$ cat src/rtl/if_fetch_unit.sv
// ----------------------------------------------------------------------------
// if_fetch_unit
//
// Instruction-fetch stage and IF/ID pipeline register of the 5-stage MIPS32
// core. It holds the PC, fetches from instruction memory over a req/ready
// handshake, and applies the branch decision from ID as a PC redirect. The
// fetched instruction and its PC+4 are presented to decode. The hazard-unit
// stall is honoured.
//
// Parameters:
//   RESET_PC          PC value loaded at reset.
//
// Ports:
//   clk               rising-edge clock
//   rst_n             asynchronous active-low reset
//   PCSrc_ID          taken branch/jump from ID (single-cycle qualifier)
//   Branch_target_ID  redirect address, valid with PCSrc_ID
//   Stall_IF          hazard stall: hold PC and IF/ID
//   imem_req          fetch request (low in HOLD and while in reset)
//   imem_addr         fetch address (the PC register)
//   imem_ready        imem_rdata valid; handshake = imem_req & imem_ready
//   imem_rdata        fetched instruction
//   Instr_ID          IF/ID instruction (0 = NOP when bubble)
//   PC_plus4_ID       IF/ID PC+4 of Instr_ID
//   Valid_ID          IF/ID holds a real instruction
//
// Configuration macro:
//   IF_BRANCH_FLUSH_EN  defined: no delay slot. A taken branch redirects the
//                       PC at once, drops any fetch result from that cycle,
//                       and flushes IF/ID and the skid buffer.
//                       undefined: MIPS delay slot. The redirect is applied
//                       on the accept of the delay-slot fetch. If that fetch
//                       has not completed yet, the target is parked in a
//                       pending-branch register.
// ----------------------------------------------------------------------------
module if_fetch_unit #(
    parameter logic [31:0] RESET_PC = 32'h0000_0000
) (
    input  logic        clk,
    input  logic        rst_n,
    input  logic        PCSrc_ID,
    input  logic [31:0] Branch_target_ID,
    input  logic        Stall_IF,
    output logic        imem_req,
    output logic [31:0] imem_addr,
    input  logic        imem_ready,
    input  logic [31:0] imem_rdata,
    output logic [31:0] Instr_ID,
    output logic [31:0] PC_plus4_ID,
    output logic        Valid_ID
);

    typedef enum logic {
        StFetch = 1'b0,
        StHold  = 1'b1
    } state_t;

    state_t      state_q, state_d;
    logic [31:0] pc_q, pc_d;
    logic [31:0] instr_q, instr_d;
    logic [31:0] pc4_q, pc4_d;
    logic        valid_q, valid_d;
    // Skid buffer: an instruction accepted while decode was stalled. Its
    // occupancy is implied by StHold.
    logic [31:0] skid_instr_q, skid_instr_d;
    logic [31:0] skid_pc4_q, skid_pc4_d;

    logic [31:0] pc_plus4;
    logic [31:0] next_pc;
    logic        accept;
    logic        redirect;

`ifndef IF_BRANCH_FLUSH_EN
    logic        pend_valid_q, pend_valid_d;
    logic [31:0] pend_target_q, pend_target_d;
`endif

    // ------------------------------------------------------------------
    // Handshake and redirect qualification
    // ------------------------------------------------------------------
    assign pc_plus4  = pc_q + 32'd4;   // modulo 2^32, wraps to 0
    assign imem_addr = pc_q;
    // Gate with rst_n so that no request is issued while reset is held.
    assign imem_req  = rst_n && (state_q == StFetch);
    assign accept    = imem_req && imem_ready;
    // A branch seen during a stall is ignored; ID re-presents it later.
    assign redirect  = PCSrc_ID && !Stall_IF;

`ifdef IF_BRANCH_FLUSH_EN
    assign next_pc = pc_plus4;
`else
    // A fresh branch takes priority over an older pending one.
    always_comb begin
        next_pc = pc_plus4;
        if (redirect) begin
            next_pc = Branch_target_ID;
        end else if (pend_valid_q) begin
            next_pc = pend_target_q;
        end
    end
`endif

    // ------------------------------------------------------------------
    // Next-state logic
    // ------------------------------------------------------------------
    always_comb begin
        state_d      = state_q;
        pc_d         = pc_q;
        instr_d      = instr_q;
        pc4_d        = pc4_q;
        valid_d      = valid_q;
        skid_instr_d = skid_instr_q;
        skid_pc4_d   = skid_pc4_q;
`ifndef IF_BRANCH_FLUSH_EN
        pend_valid_d  = pend_valid_q;
        pend_target_d = pend_target_q;
`endif

        unique case (state_q)
            StFetch: begin
                if (accept) begin
                    pc_d = next_pc;
                    if (!Stall_IF) begin
                        instr_d = imem_rdata;
                        pc4_d   = pc_plus4;
                        valid_d = 1'b1;
                    end else begin
                        // Decode is busy: park the result and stop fetching.
                        skid_instr_d = imem_rdata;
                        skid_pc4_d   = pc_plus4;
                        state_d      = StHold;
                    end
                end else if (!Stall_IF) begin
                    instr_d = 32'h0;
                    pc4_d   = 32'h0;
                    valid_d = 1'b0;
                end
            end
            StHold: begin
                if (!Stall_IF) begin
                    instr_d = skid_instr_q;
                    pc4_d   = skid_pc4_q;
                    valid_d = 1'b1;
                    state_d = StFetch;
                end
            end
            default: begin
                state_d = StFetch;
            end
        endcase

`ifdef IF_BRANCH_FLUSH_EN
        // A taken branch overrides everything decided above: the result of
        // any fetch completing this cycle is wrong-path and is discarded.
        if (redirect) begin
            pc_d    = Branch_target_ID;
            instr_d = 32'h0;
            pc4_d   = 32'h0;
            valid_d = 1'b0;
            state_d = StFetch;
        end
`else
        // The accept that completes the delay slot consumes the branch.
        // Without an accept the target waits. A newer branch overwrites it.
        if (accept) begin
            pend_valid_d = 1'b0;
        end else if (redirect) begin
            pend_valid_d  = 1'b1;
            pend_target_d = Branch_target_ID;
        end
`endif
    end

    // ------------------------------------------------------------------
    // State registers
    // ------------------------------------------------------------------
    always_ff @(posedge clk or negedge rst_n) begin
        if (!rst_n) begin
            state_q      <= StFetch;
            pc_q         <= RESET_PC;
            instr_q      <= 32'h0;
            pc4_q        <= 32'h0;
            valid_q      <= 1'b0;
            skid_instr_q <= 32'h0;
            skid_pc4_q   <= 32'h0;
        end else begin
            state_q      <= state_d;
            pc_q         <= pc_d;
            instr_q      <= instr_d;
            pc4_q        <= pc4_d;
            valid_q      <= valid_d;
            skid_instr_q <= skid_instr_d;
            skid_pc4_q   <= skid_pc4_d;
        end
    end

`ifndef IF_BRANCH_FLUSH_EN
    always_ff @(posedge clk or negedge rst_n) begin
        if (!rst_n) begin
            pend_valid_q  <= 1'b0;
            pend_target_q <= 32'h0;
        end else begin
            pend_valid_q  <= pend_valid_d;
            pend_target_q <= pend_target_d;
        end
    end
`endif

    assign Instr_ID    = instr_q;
    assign PC_plus4_ID = pc4_q;
    assign Valid_ID    = valid_q;

endmodule
$ cat config.mk
export PLATFORM = sky130hd
export DESIGN_NAME = if_fetch_unit
export DESIGN_NICKNAME = d
export VERILOG_FILES = /design/src/rtl/if_fetch_unit.sv
export SDC_FILE = /design/constraint.sdc
export NUM_CORES = 1
export LEC_CHECK = 0
export CORE_ASPECT_RATIO = 1.25
export CORE_MARGIN = 2
export CORE_UTILIZATION = 40
export DETAILED_ROUTE_END_ITERATION = 12
export PLACE_DENSITY_LB_ADDON = 0.08
export SLEW_MARGIN = 20
export SYNTH_ARGS = -nofsm -noshare
export SYNTH_HDL_FRONTEND = slang
export SYNTH_SLANG_ARGS = --single-unit
$ cat constraint.sdc
create_clock -name clk -period 4.9 [get_ports clk]
set_clock_uncertainty 0.1 [all_clocks]
set_input_delay 0.735 -clock clk [delete_from_list [all_inputs] [get_ports clk]]
set_output_delay 0.735 -clock clk [all_outputs]
set_load 0.05 [all_outputs]
Word-level counts from Yosys, hierarchy flattened
Index checks and enable logic that the tools add are counted.

Word-level logic and storage cells: 44. Flip-flop bits (word level): 195. Bits of input ports: 69. Output and inout bits: 98.

Equal/unequal tests: 3. Mux-type cells: 20. Reductions and logical operators: 9. $add $sub $neg: 1. Bitwise operators: 2.

Operator list (count): 32-bit two-way mux (9); 32-bit case mux with 2 select lines (2); 32-bit by 3-bit adder with 32-bit output, second input constant (1); 1-bit two-way mux (7); 2-bit AND reduction (3); 2-bit != test, second input constant (2); 1-bit case mux with 2 select lines (2); 1-bit logical AND (3); 3-bit != test, second input constant (1); 3-bit AND reduction (1); 1-bit inverter (2); 2-bit nonzero test (1); 1-bit zero test (1).

Depth between registers and ports, before layout
Depth after elaboration: 5. Depth in mapped cells: 8.

Worst setup path before layout
No wires, ideal clock.

Path kind: input-to-reg. Start: in rst_n. End: reg pc_q[2], in the netlist imem_addr[2]. Arrival: 2.685 ns. Buffers on the path: 3. Cell stages on the path: 6. Slack: 1.971 ns. Setup time: 0.144 ns. Path through: nor2b_1 and2_1 clkbuf_1 clkbuf_1 buf_1 a22oi_1.

Longest elaborated chain between the ends: 3.

RTL lines: start, declared (line 40) `input logic rst_n,`; 1-bit logical AND (line 84) `assign imem_req = rst_n && (state_q == StFetch);`; 1-bit logical AND (line 85) `assign accept = imem_req && imem_ready;`; 2-bit AND reduction (no line); end signal, assigned (line 188) `pc_q <= pc_d;`; end, declared (line 59) `logic [31:0] pc_q, pc_d;`.

Every way passes these cells. A chain may end at the register's enable or synchronous reset.

Worst setup path in the final report
Start: in rst_n. End: out imem_req.

Longest elaborated chain between the ends: 1.

RTL lines: 1-bit logical AND (line 84); end, declared (line 44) `output logic imem_req,`.

Every way passes these cells.

==> run metrics <==
status=completed; count leader, synth=dfrtp_1; VDD IR max=281 uV; final number of setup-violating endpoints=0; HPWL Detailed=approximately 15 mm; core area=0.0221 mm^2; Critical Path Slowest Stage Cell=clkdlybuf4s50_1; H-tree levels=4; clk sinks=between 150 and 200; share of cells above drive strength 1=12.5%; die outline height=between 150 and 200 um; Hold Violations, Final=0; Synth Instances=about 870; number of enable flip-flop cells after synthesis=0; P_leak=4.59 nW; # placed instances=1260; Clock power frac=26.2%; max_slew headroom=34.5%; vias per cell=roughly 5.5; Final Instance Area=0.0114 mm^2; top cells by area, synth=dfrtp_1 55%, mux2_2 9.1%, nand2_1 6.2%, o21ai_0 4.8%, a22oi_1 3.9%; hold slack=155 ps; Final Util=51.4%; placed inst area=0.0108 mm^2; combinational share of power=30.7%; Tcrit/Tclk final=64.8%; Starting DRT DRC Count=408; drc violations=0; RR Endpoint=skid_instr_q[9]; Root Driver=clkbuf_16; Die X=138 um; TritonCTS clock tree=built; RSZ-0062 raised after global routing=false; Critical Path Source Type=input port; die area=approximately 0.024 mm^2; worst reg-to-reg path cell count=4; Final Worst Setup Slack=1730 ps; Clock Tree Buf Depth=2; Post-CTS Setup Repair Bufs=0; Top FF cell, synth=dfrtp_1; crit path kind=in -> out; max-cap viol count=0; Area Overhead vs Synth=27.2%; Detailed Route WL=between 20 and 25 mm; vias post-DR=7051; yosys warns=0; CP Cell Sequence=clkbuf_8 -> nor2b_1 -> clkdlybuf4s50_1; total gr overflow=0; Commonest cells post-synth=195 x dfrtp_1, 147 x nand2_1, 86 x o21ai_0, 72 x mux2_2, 61 x clkbuf_1; fraction of registers with async set/reset=100%; cts hold-fix bufs=0; setup TNS=0 ps; row count=61; NumNets Final=around 1100; TritonRoute pass-1 iters=7; global-route wire length before repair=37.1 mm; CTS clock-pin slew for the worst setup and hold paths=80 ps; CP peak stage delay=910 ps; CP endpoint kind=output port; post-layout power=around 5.2 mW; Net Sw Power=1.94 mW; Synth area leader=dfrtp_1; Slew Viols, Final=0; Min Clock Period, post-route=3170 ps; Crit path arrival time=between 2000 and 2500 ps; Antenna Nets Post-Route=0; crit-path max FO=59; GP Congestion=around 0.85; worst slew pin tran=982 ps; Crit Reg-Reg Startpoint=state_q; library cells used by synthesis=48; P_int=3.28 mW; Filler Cells Inserted=2074; initial antenna violation count=0; overall routing resource usage=20.3%; Critical Path RT=4070 ps; pre-CTS setup slack=about 1300 ps; register area share after synthesis=54.5%; worst hold path type=in -> async; largest net degree at the start of global routing=86; starting density of the core=40.4%; quantity of I/O buffers inserted on ports=roughly 170; #FFs+latches synth=195; TritonCTS buffer count=17; reg2reg setup slack=2260 ps; cell area after synthesis=0.00895 mm^2; pwr/cell area=between 400 and 500 mW/mm^2; Synth top area share=54.5%; vias in the first global route=6717; sequential cell fraction of total power=about 43%; cells resized by post-CTS repair=0; post-synth net total=936; FMAX=315 MHz; Worst-Skew Late Latency=440 ps; Syn Area/Cell=10.3 um^2; ANT cells=0; final std cells w/o fill=1291; Top Ports=167; Avg WL per Cell=18.0 um; sw frac=37.2%
## kinds of logic (layout without fill, tap and decap cells)
kind of cell | after synthesis | after routing | share of synthesized area [%]
muxes | 78 | 78 | 9.73
and+or+nand+nor | 259 | 259 | 13.3
buffers and inverters | 76 | 218 | 3.37
AOI/OAI and AO/OA | 229 | 229 | 16.3
DFF | 195 | 195 | 54.5
xor gates and xnor gates | 28 | 28 | 2.74
adders and majority gates | 1 | 1 | 0.140
## critical path: cells and delay by family
kind                   cells  cell delay, ps
buffers and inverters      2            1300
AND/OR/NAND/NOR            1             270
## final cells by class
cell class / instances / area [um^2] / share of cell area, %
sequential: 195 / 4880 / 42.9
tap: 283 / 354 / 3.11
clock buffer: 17 / 425 / 3.74
clock inverter: 14 / 146 / 1.29
multi-input combinational: 595 / 3780 / 33.2
inverter: 7 / 26.3 / 0.231
timing repair buffer: 180 / 1770 / 15.5
## worst max path at each step
stage                      from          endpoint  slack (ps)  depth (start not counted)
after global placement    rst_n  skid_instr_q[24]        1410                          5
final                     rst_n          imem_req        1730                          3
after floorplan           rst_n      imem_addr[2]        1970                          6
after global routing      rst_n  skid_instr_q[21]        1530                          5
after detailed placement  rst_n     imem_addr[28]        1330                          6
after CTS                 rst_n          imem_req        1670                          3
## placed cells by master (no fill, tap or decap), types with 4 or more instances in the layout
cell	synthesis	final
inv_1	7	7
o22ai_1	7	7
nor3_1	9	9
mux2_2	72	72
o21ai_0	86	86
nand3b_1	7	7
xnor2_1	11	11
nor4_1	5	5
dfrtp_1	195	194
and4_1	4	4
o21a_1	4	4
a31oi_1	4	4
nand4_1	12	12
o221ai_1	23	23
a22oi_1	46	46
clkdlybuf4s50_1	0	164
or3_1	4	4
mux2i_1	6	6
o211ai_1	4	4
nand2_1	147	146
nor2_1	26	25
inv_8	0	4
clkbuf_16	0	17
xor2_1	17	17
nand3_1	24	24
buf_4	2	15
a21oi_1	36	36
and3_1	8	8
a2bb2oi_1	4	4
## power groups by stage
stage | combinational, mW | clock, mW | sequential (mW)
3_3_place_gp | 1.60 | 0 | 2.27
4_1_cts | 1.62 | 1.41 | 2.25
3_5_place_dp | 1.62 | 0 | 2.28
6_report | 1.61 | 1.37 | 2.25
2_1_floorplan | 0.614 | 0 | 2.67
5_1_grt | 1.73 | 1.47 | 2.30
## per-layer routing
layer  wire (um)  part of all wire [%]  global-route usage [%]
met5           0                     0                       0
met4         447                   1.9                    6.70
met3        1070                   4.6                    3.15
met2       10900                    47                    30.8
met1       10900                    47                    29.7
## state kept, by name (all words and copies together), names as in the netlist
signal	count
Instr_ID	32
PC_plus4_ID	32
Valid_ID	1
imem_addr	32
pend_target_q	32
pend_valid_q	1
skid_instr_q	32
skid_pc4_q	32
state_q	1
(Power assumes the default switching activity.)
